File: src/rtl/mult_loader.sv
// mult_loader: front-end sequencer for a registered 8x8 multiplier datapath.
// Steers alternate handshaked bytes into operand A and operand B, waits out
// the datapath pipeline latency, then returns the product with a one-cycle
// strobe and a running count of delivered products.
module mult_loader #(
  parameter int unsigned PIPE_LAT = 2
) (
  input  logic        clk_system,
  input  logic        rst_system,
  input  logic [7:0]  in_data,
  input  logic        in_valid,
  output logic        in_ready,
  input  logic        abort,
  output logic        EA,
  output logic        EB,
  output logic [7:0]  A,
  output logic [7:0]  B,
  input  logic [15:0] P,
  output logic [15:0] res_data,
  output logic        res_valid,
  output logic [7:0]  res_count
);

  typedef enum logic [1:0] {
    GET_A = 2'd0,
    GET_B = 2'd1,
    WAIT  = 2'd2
  } state_e;

  localparam logic [3:0] LAT = 4'(PIPE_LAT);

  state_e      state_q, state_d;
  logic [3:0]  cnt_q, cnt_d;
  logic [15:0] res_data_q, res_data_d;
  logic        res_valid_q, res_valid_d;
  logic [7:0]  res_count_q, res_count_d;
  logic        xfer;

  // Handshake and operand steering; ready is held low while reset or abort is active
  always_comb begin
    in_ready = rst_system && (state_q != WAIT) && !abort;
    xfer     = in_valid && in_ready;
    EA       = xfer && (state_q == GET_A);
    EB       = xfer && (state_q == GET_B);
    A        = in_data;
    B        = in_data;
  end

  // Next-state logic: abort wins over any handshake or completion in the same cycle
  always_comb begin
    state_d     = state_q;
    cnt_d       = cnt_q;
    res_data_d  = res_data_q;
    res_valid_d = 1'b0;
    res_count_d = res_count_q;
    if (abort) begin
      state_d = GET_A;
      cnt_d   = 4'd0;
    end else begin
      case (state_q)
        GET_A: begin
          if (xfer) state_d = GET_B;
        end
        GET_B: begin
          if (xfer) begin
            state_d = WAIT;
            cnt_d   = 4'd0;
          end
        end
        WAIT: begin
          if (cnt_q == LAT) begin
            res_data_d  = P;
            res_valid_d = 1'b1;
            res_count_d = res_count_q + 8'd1;
            state_d     = GET_A;
            cnt_d       = 4'd0;
          end else begin
            cnt_d = cnt_q + 4'd1;
          end
        end
        default: begin
          state_d = GET_A;
          cnt_d   = 4'd0;
        end
      endcase
    end
  end

  // State and result registers, cleared immediately by the shared datapath reset
  always_ff @(posedge clk_system or negedge rst_system) begin
    if (!rst_system) begin
      state_q     <= GET_A;
      cnt_q       <= 4'd0;
      res_data_q  <= 16'h0000;
      res_valid_q <= 1'b0;
      res_count_q <= 8'd0;
    end else begin
      state_q     <= state_d;
      cnt_q       <= cnt_d;
      res_data_q  <= res_data_d;
      res_valid_q <= res_valid_d;
      res_count_q <= res_count_d;
    end
  end

  assign res_data  = res_data_q;
  assign res_valid = res_valid_q;
  assign res_count = res_count_q;

endmodule

File: config.mk
export PLATFORM = sky130hd
export DESIGN_NAME = mult_loader
export DESIGN_NICKNAME = d
export VERILOG_FILES = /design/src/rtl/mult_loader.sv
export SDC_FILE = /design/constraint.sdc
export NUM_CORES = 1
export LEC_CHECK = 0
export BUFFER_PORTS_ARGS = -buffer_cell sky130_fd_sc_hd__buf_2
export CELL_PAD_IN_SITES_DETAIL_PLACEMENT = 1
export CELL_PAD_IN_SITES_GLOBAL_PLACEMENT = 1
export CORE_ASPECT_RATIO = 0.5
export CORE_MARGIN = 2
export CORE_UTILIZATION = 34
export CTS_CLUSTER_SIZE = 16
export DETAILED_ROUTE_END_ITERATION = 7
export PLACE_DENSITY_LB_ADDON = 0.3
export SYNTH_ARGS = -nofsm -noshare
export SYNTH_HDL_FRONTEND = slang
export SYNTH_SLANG_ARGS = --single-unit
File: constraint.sdc
create_clock -name clk_system -period 2.1 [get_ports clk_system]
set_input_delay 0.21 -clock clk_system [delete_from_list [all_inputs] [get_ports clk_system]]
set_output_delay 0.21 -clock clk_system [all_outputs]
set_load 0.02 [all_outputs]
==> results of run 1 <==
[metal layers]
layer | vias to the layer above | wire, um
li1 | 483 | -
met1 | 520 | 1490
met2 | 17 | 1520
met3 | 4 | 138
met4 | 0 | 29
met5 | - | 0
[synthesized netlist by cell type]
cell / number
dfrtp_1: 31
buf_4: 16
mux2_2: 9
mux2_4: 8
nand3_1: 8
nand2_1: 6
xor2_1: 6
nor3_1: 4
a31oi_1: 3
ha_1: 3
inv_1: 3
nor4_2: 3
buf_2: 2
nor2_1: 2
nor3b_1: 2
o21ai_0: 2
xnor2_1: 2
a311oi_1: 1
a41oi_1: 1
and3_1: 1
buf_6: 1
nand2_4: 1
nand2b_1: 1
nand4_1: 1
nor2b_1: 1
nor3b_2: 1
or3_1: 1
or3b_1: 1
or3b_2: 1
[cells by family after synthesis]
family / count (synthesis) / synth area share
AND/OR/NAND/NOR: 34 / 0.142
flip-flops: 31 / 0.511
buffers and inverters: 22 / 0.100
multiplexers: 17 / 0.146
XOR/XNOR: 8 / 0.0461
AO/OA/AOI/OAI: 7 / 0.0305
adder cells (fa/ha/maj): 3 / 0.0247
[final cells by class]
class | instances | area (um^2) | share of cell area
repair buffers | 51 | 268 | 0.148
clock buffers | 6 | 82.6 | 0.0458
multi-input cells | 69 | 591 | 0.327
well taps | 57 | 71.3 | 0.0395
flip-flops and latches | 31 | 776 | 0.430
clock inverters | 1 | 5.00 | 0.00277
inverters | 3 | 11.3 | 0.00624
[flip-flops by register name (all words and copies together), names as in the netlist]
signal	flops
res_data	16
cnt_q	4
res_valid	1
res_count	8
state_q	2
[critical path: stages]
cell	delay, ps
dlygate4sd3_1	530
buf_2	300
nor3b_1	260
and3_1	180
buf_2	160
[what timing repair did]
item	CTS	global route
buffers inserted	0	0
hold endpoints to repair	10	0
hold buffers	1	0
[how the worst max path moves through the flow]
stage,from,to,slack (ps),depth (start not counted)
floorplan,cnt_q[0],res_count[1],360,6
global placement,cnt_q[0],res_data[15],330,6
detailed placement,cnt_q[0],res_data[3],310,6
CTS,rst_system,EA,190,5
global route,rst_system,EA,90,5
finish,rst_system,EA,240,5
[where the power goes]
group          total [mW]  internal, mW  switching [mW]  leakage, nW
Sequential          0.607         0.600         0.00621        0.432
Combinational      0.0566        0.0244          0.0322        0.549
Clock               0.472         0.257           0.215       0.0470
Total                1.13         0.882           0.253         1.03
==> results.sh, run 1 <==
export IMPL_status="complete, no violations"
export IMPL_hold_start="P[6]"
export IMPL_yosysTopAreaCell="dfrtp_1"
export IMPL_final_setup_tns_ps=0
export IMPL_layoutNonFillerInstCount=218
export IMPL_nNetsFinal=192
export IMPL_root_buffer="clkbuf_8"
export IMPL_final_util=0.416
export IMPL_worstSetupEndpointType="primary output"
export IMPL_finalCritPeriodShare=0.886
export IMPL_finalHoldViolCount=0
export IMPL_max_slew_worst_pin_slew_ps=315
export IMPL_die_w_um=98.5
export IMPL_reg2reg_depth=6
export IMPL_yosys_warnings=0
export IMPL_ant_nets=0
export IMPL_avgSynthCellArea_um2=12.5
export IMPL_finalSetupViolations=0
export IMPL_synth_area_leaders="dfrtp_1 51%, buf_4 7.9%, mux2_4 7.9%"
export IMPL_hold_class="in -> reg"
export IMPL_track_usage=0.138
export IMPL_ys_seq_area_frac=0.511
export IMPL_cts_tree="built"
export IMPL_drt_wirelength_per_cell_um=14.6
export IMPL_fin_ws_ps=239
export IMPL_ys_seq_elements=31
export IMPL_area_growth_pct=18.8
export IMPL_p_leak_nw=1.03
export IMPL_dr_first_iter_drc_count=30
export IMPL_std_cell_rows=17
export IMPL_place_ws_ps=307
export IMPL_port_buffers=47
export IMPL_chipHeight_um=51.3
export IMPL_numPlacedInstances=210
export IMPL_p_per_area_nw_per_um2=629
export IMPL_use_met3=0.0383
export IMPL_layout_common_cells="47 x buf_2, 31 x dfrtp_1, 9 x mux2_2"
export IMPL_use_met1=0.182
export IMPL_rsz0062_at_grt="false"
export IMPL_placed_cell_area_um2=1710
export IMPL_drt_total_wl_um=3180
export IMPL_whs_ps=162
export IMPL_finalCriticalPeriod_ps=1860
export IMPL_r2r_start="cnt_q[0]"
export IMPL_cts_resized=0
export IMPL_io_pins=72
export IMPL_antenna_found_initial=0
export IMPL_drt_vias_per_instance=4.70
export IMPL_r2r_end="res_data[14]"
export IMPL_r2r_setup_slack_ps=270
export IMPL_use_met2=0.218
export IMPL_nFillCells=499
export IMPL_route_detailed_drc=0
export IMPL_dieArea_um2=5050
export IMPL_firstDrtPassIters=3
export IMPL_slew_violations=0
export IMPL_dr_total_vias=1024
export IMPL_clk_pin_slew_ps=70
export IMPL_clk_insertion_delay_late_ps=270
export IMPL_core_um2=4340
export IMPL_hpwlAfterDp_um=2300
export IMPL_syn_inst=122
export IMPL_crit_path_max_fanout=15
export IMPL_hold_depth=2
export IMPL_start_util=0.350
export IMPL_grt_max_degree=22
export IMPL_skew_ps=2.17
export IMPL_ir_worst_vdd_mv=0.262
export IMPL_grt_ovfl_total=0
export IMPL_antennaDiodeCount=0
export IMPL_drive_gt1_frac=0.497
export IMPL_ys_types=29
export IMPL_cts_made_buffers=5
export IMPL_grt_busiest_layer="met2"
export IMPL_cap_violations=0
export IMPL_hold_path_end="res_data[6]"
export IMPL_worstPathRequired_ps=1890
export IMPL_grt_pass1_vias=1069
export IMPL_synthesis_area_um2=1520
export IMPL_clkSinkCount=31
export IMPL_netlist_area_leader_share=0.511
export IMPL_final_common_cell="buf_2"
export IMPL_design_area_um2=1800
export IMPL_syn_nets=153
export IMPL_grt_pass1_wl_um=5400
export IMPL_power_total_mw=1.13
export IMPL_path_class="in -> out"
export IMPL_globalplace_congestion=0.789
export IMPL_crit_path_start_kind="primary input"
export IMPL_relSlewSlack=0.789
export IMPL_max_freq_mhz=537
export IMPL_arrival_ps=1650
export IMPL_clk_path_buf_depth=2
export IMPL_htree_levels=2
Power figures use the tool's default switching activity.
==> inputs of run 2 (changes only) <==
==> config.mk (replaced) <==
export PLATFORM = sky130hd
export DESIGN_NAME = mult_loader
export DESIGN_NICKNAME = d
export VERILOG_FILES = /design/src/rtl/mult_loader.sv
export SDC_FILE = /design/constraint.sdc
export NUM_CORES = 1
export LEC_CHECK = 0
export ABC_AREA = 1
export CELL_PAD_IN_SITES_DETAIL_PLACEMENT = 1
export CELL_PAD_IN_SITES_GLOBAL_PLACEMENT = 1
export CORE_ASPECT_RATIO = 0.5
export CORE_MARGIN = 2
export CORE_UTILIZATION = 43
export CTS_CLUSTER_SIZE = 16
export DETAILED_ROUTE_END_ITERATION = 7
export DONT_BUFFER_PORTS = 1
export PLACE_DENSITY_LB_ADDON = 0.3
export RECOVER_POWER = 100
export SYNTH_ARGS = -nofsm -noshare
export SYNTH_HDL_FRONTEND = slang
export SYNTH_SLANG_ARGS = --single-unit
==> run 2 against run 1 <==
Against the previous run: sequential share of layout area increased by 5.0 points; count of clock-buffer cells in the layout increased by 2; critical path type is now reg -> out; area after synthesis increased by 5.4%.
==> results.sh, run 2 <==
export IMPL_switching_share=0.215
export IMPL_drt_wirelength_per_cell_um=13.6
export IMPL_root_buffer="clkbuf_8"
export IMPL_ys_seq_elements=31
export IMPL_start_util=0.458
export IMPL_syn_inst=196
export IMPL_ys_seq_area_frac=0.485
export IMPL_clkPwrFrac=0.441
export IMPL_skew_ps=1.57
export IMPL_crit_path_start_kind="flop"
export IMPL_synthXorXnorAreaFrac=0.0274
export IMPL_finalCritPeriodShare=0.833
export IMPL_yosys_warnings=0
export IMPL_drt_vias_per_instance=4.71
export IMPL_clk_insertion_delay_late_ps=270
export IMPL_final_util=0.463
export IMPL_hpwlAfterDp_um=2310
export IMPL_synth_async_sr_flop_share=1.00
export IMPL_antennaDiodeCount=0
export IMPL_status="complete, no violations"
export IMPL_switchingPower_mw=0.249
export IMPL_finalSetupViolations=0
export IMPL_grt_ovfl_total=0
export IMPL_cts_made_buffers=5
export IMPL_die_w_um=90.3
export IMPL_relSlewSlack=0.567
export IMPL_hold_class="in -> reg"
export IMPL_place_ws_ps=687
export IMPL_rsz0062_at_grt="false"
export IMPL_grt_pass1_wl_um=5440
export IMPL_clk_path_buf_depth=2
export IMPL_firstDrtPassIters=4
export IMPL_p_int_mw=0.912
export IMPL_std_cell_rows=15
export IMPL_syn_nets=227
export IMPL_seq_power_share=0.521
export IMPL_whs_ps=49.3
export IMPL_synth_ff_type="dfrtp_1"
export IMPL_synth_common_cells="97 x nand2_1, 31 x dfrtp_1, 16 x buf_4"
export IMPL_yosysMostFrequentCell="nand2_1"
export IMPL_placed_cell_area_um2=1500
export IMPL_synth_compound_area_frac=0.00625
export IMPL_io_pins=72
export IMPL_r2r_start="cnt_q[0]"
export IMPL_cts_tree="built"
export IMPL_hold_start="P[13]"
export IMPL_max_slew_worst_pin_slew_ps=644
export IMPL_final_common_cell="nand2_1"
export IMPL_largest_reg_flops=16
export IMPL_power_total_mw=1.16
export IMPL_globalplace_congestion=0.750
export IMPL_route_detailed_drc=0
export IMPL_design_area_um2=1620
export IMPL_clk_pin_slew_ps=60
export IMPL_drt_total_wl_um=3230
export IMPL_numPlacedInstances=227
export IMPL_yosys_area_share_simple=0.324
export IMPL_slew_violations=0
export IMPL_grt_max_degree=32
export IMPL_fin_ws_ps=350
export IMPL_core_um2=3490
export IMPL_antenna_found_initial=0
export IMPL_track_usage=0.170
export IMPL_area_growth_pct=1.02
export IMPL_nNetsFinal=216
export IMPL_grt_pass1_vias=1154
export IMPL_synth_top_family_by_area="simple AND/OR/NAND/NOR gates"
export IMPL_chipHeight_um=47.1
export IMPL_worstSetupEndpointType="primary output"
export IMPL_p_per_area_nw_per_um2=718
export IMPL_dieArea_um2=4260
export IMPL_synth_area_leaders="dfrtp_1 48%, nand2_1 23%, buf_4 7.5%"
export IMPL_port_buffers=0
export IMPL_drive_gt1_frac=0.0699
export IMPL_finalHoldViolCount=0
export IMPL_layout_common_cells="99 x nand2_1, 31 x dfrtp_1, 12 x inv_1"
export IMPL_path_class="reg -> out"
export IMPL_worstPathRequired_ps=1890
export IMPL_max_freq_mhz=571
export IMPL_startpoint="state_q[0]"
export IMPL_ir_worst_vdd_mv=0.305
export IMPL_final_setup_tns_ps=0
export IMPL_synth_edf_count=0
export IMPL_arrival_ps=1540
export IMPL_dr_total_vias=1117
export IMPL_dr_first_iter_drc_count=32
export IMPL_cap_violations=0
export IMPL_synthMuxAreaShare=0
export IMPL_avgSynthCellArea_um2=8.16
export IMPL_netlist_area_leader_share=0.485
export IMPL_synthesis_area_um2=1600
export IMPL_finalCriticalPeriod_ps=1750
export IMPL_ys_types=21
export IMPL_synth_fa_ha_area_frac=0.0235
export IMPL_layoutNonFillerInstCount=237
export IMPL_htree_levels=2
export IMPL_crit_path_max_fanout=3
export IMPL_p_leak_nw=0.912
export IMPL_clkSinkCount=31
export IMPL_ant_nets=0
export IMPL_pwr_share_comb=0.037
export IMPL_yosysTopAreaCell="dfrtp_1"
-- run 2: cell count changes in the layout (fill, tap and decap cells not counted), moves of 3 or more --
cell,change
buf_2,-47
nand2_1,+93
a31oi_1,-3
xor2_1,-4
nor4_2,-3
buf_4,-3
nor2_1,+8
inv_1,+9
mux2_2,-9
nor3_1,-3
mux2_4,-8
-- run 2: kinds of logic (layout without fill, tap and decap cells) --
logic type	count (synthesis)	count (layout)
xor gates and xnor gates	5	5
buffers and inverters	33	23
and+or+nand+nor	122	122
adders and majority gates	3	3
DFF	31	31
AOI/OAI and AO/OA	2	2
-- run 2: what timing repair did --
action	4_1_cts	5_1_grt
buffers inserted	0	0
resized for setup	0	0
endpoints found under the hold margin	31	0
hold buffers	2	0
-- run 2: final timing paths --
check / end / slack, ps / depth (start not counted)
setup / recovery: in_ready / 350 / 4
hold / removal: res_data[13] / 50 / 2
setup reg to reg: res_count[2] / 420 / 6
hold reg to reg: cnt_q[1] / 540 / 2
max in group asynchronous: res_data[10] / 1550 / 2
min in group asynchronous: cnt_q[3] / 380 / 2
-- run 2: metal layers --
metal / vias to the layer above / track usage / wire length [um]
met1: 531 / 0.210 / 1480
met2: 30 / 0.275 / 1510
li1: 550 / - / -
met4: 0 / 0.0769 / 48
met3: 6 / 0.0690 / 189
met5: - / 0 / 0
-- run 2: layout make-up --
class                   instances  area, um^2
repair buffers                  2        30.0
inverters                      13        50.0
multi-input cells             132         597
fillers                       438        1870
clock buffers                   8         100
well taps                      51        63.8
flip-flops and latches         31         776
-- run 2: worst max-delay path, stage by stage, from the launching register on --
cell	delay, ps
dfrtp_1	370
inv_1	50
nand2_1	90
clkinvlp_2	200
nor3_1	550
-- run 2: power by group through the flow --
stage	combinational [mW]	sequential (mW)	clock, mW
after floorplan	0.0670	0.615	0
after global placement	0.0262	0.616	0
after detailed placement	0.0276	0.617	0
after CTS	0.0460	0.605	0.528
after global routing	0.0503	0.605	0.557
final	0.0435	0.605	0.512
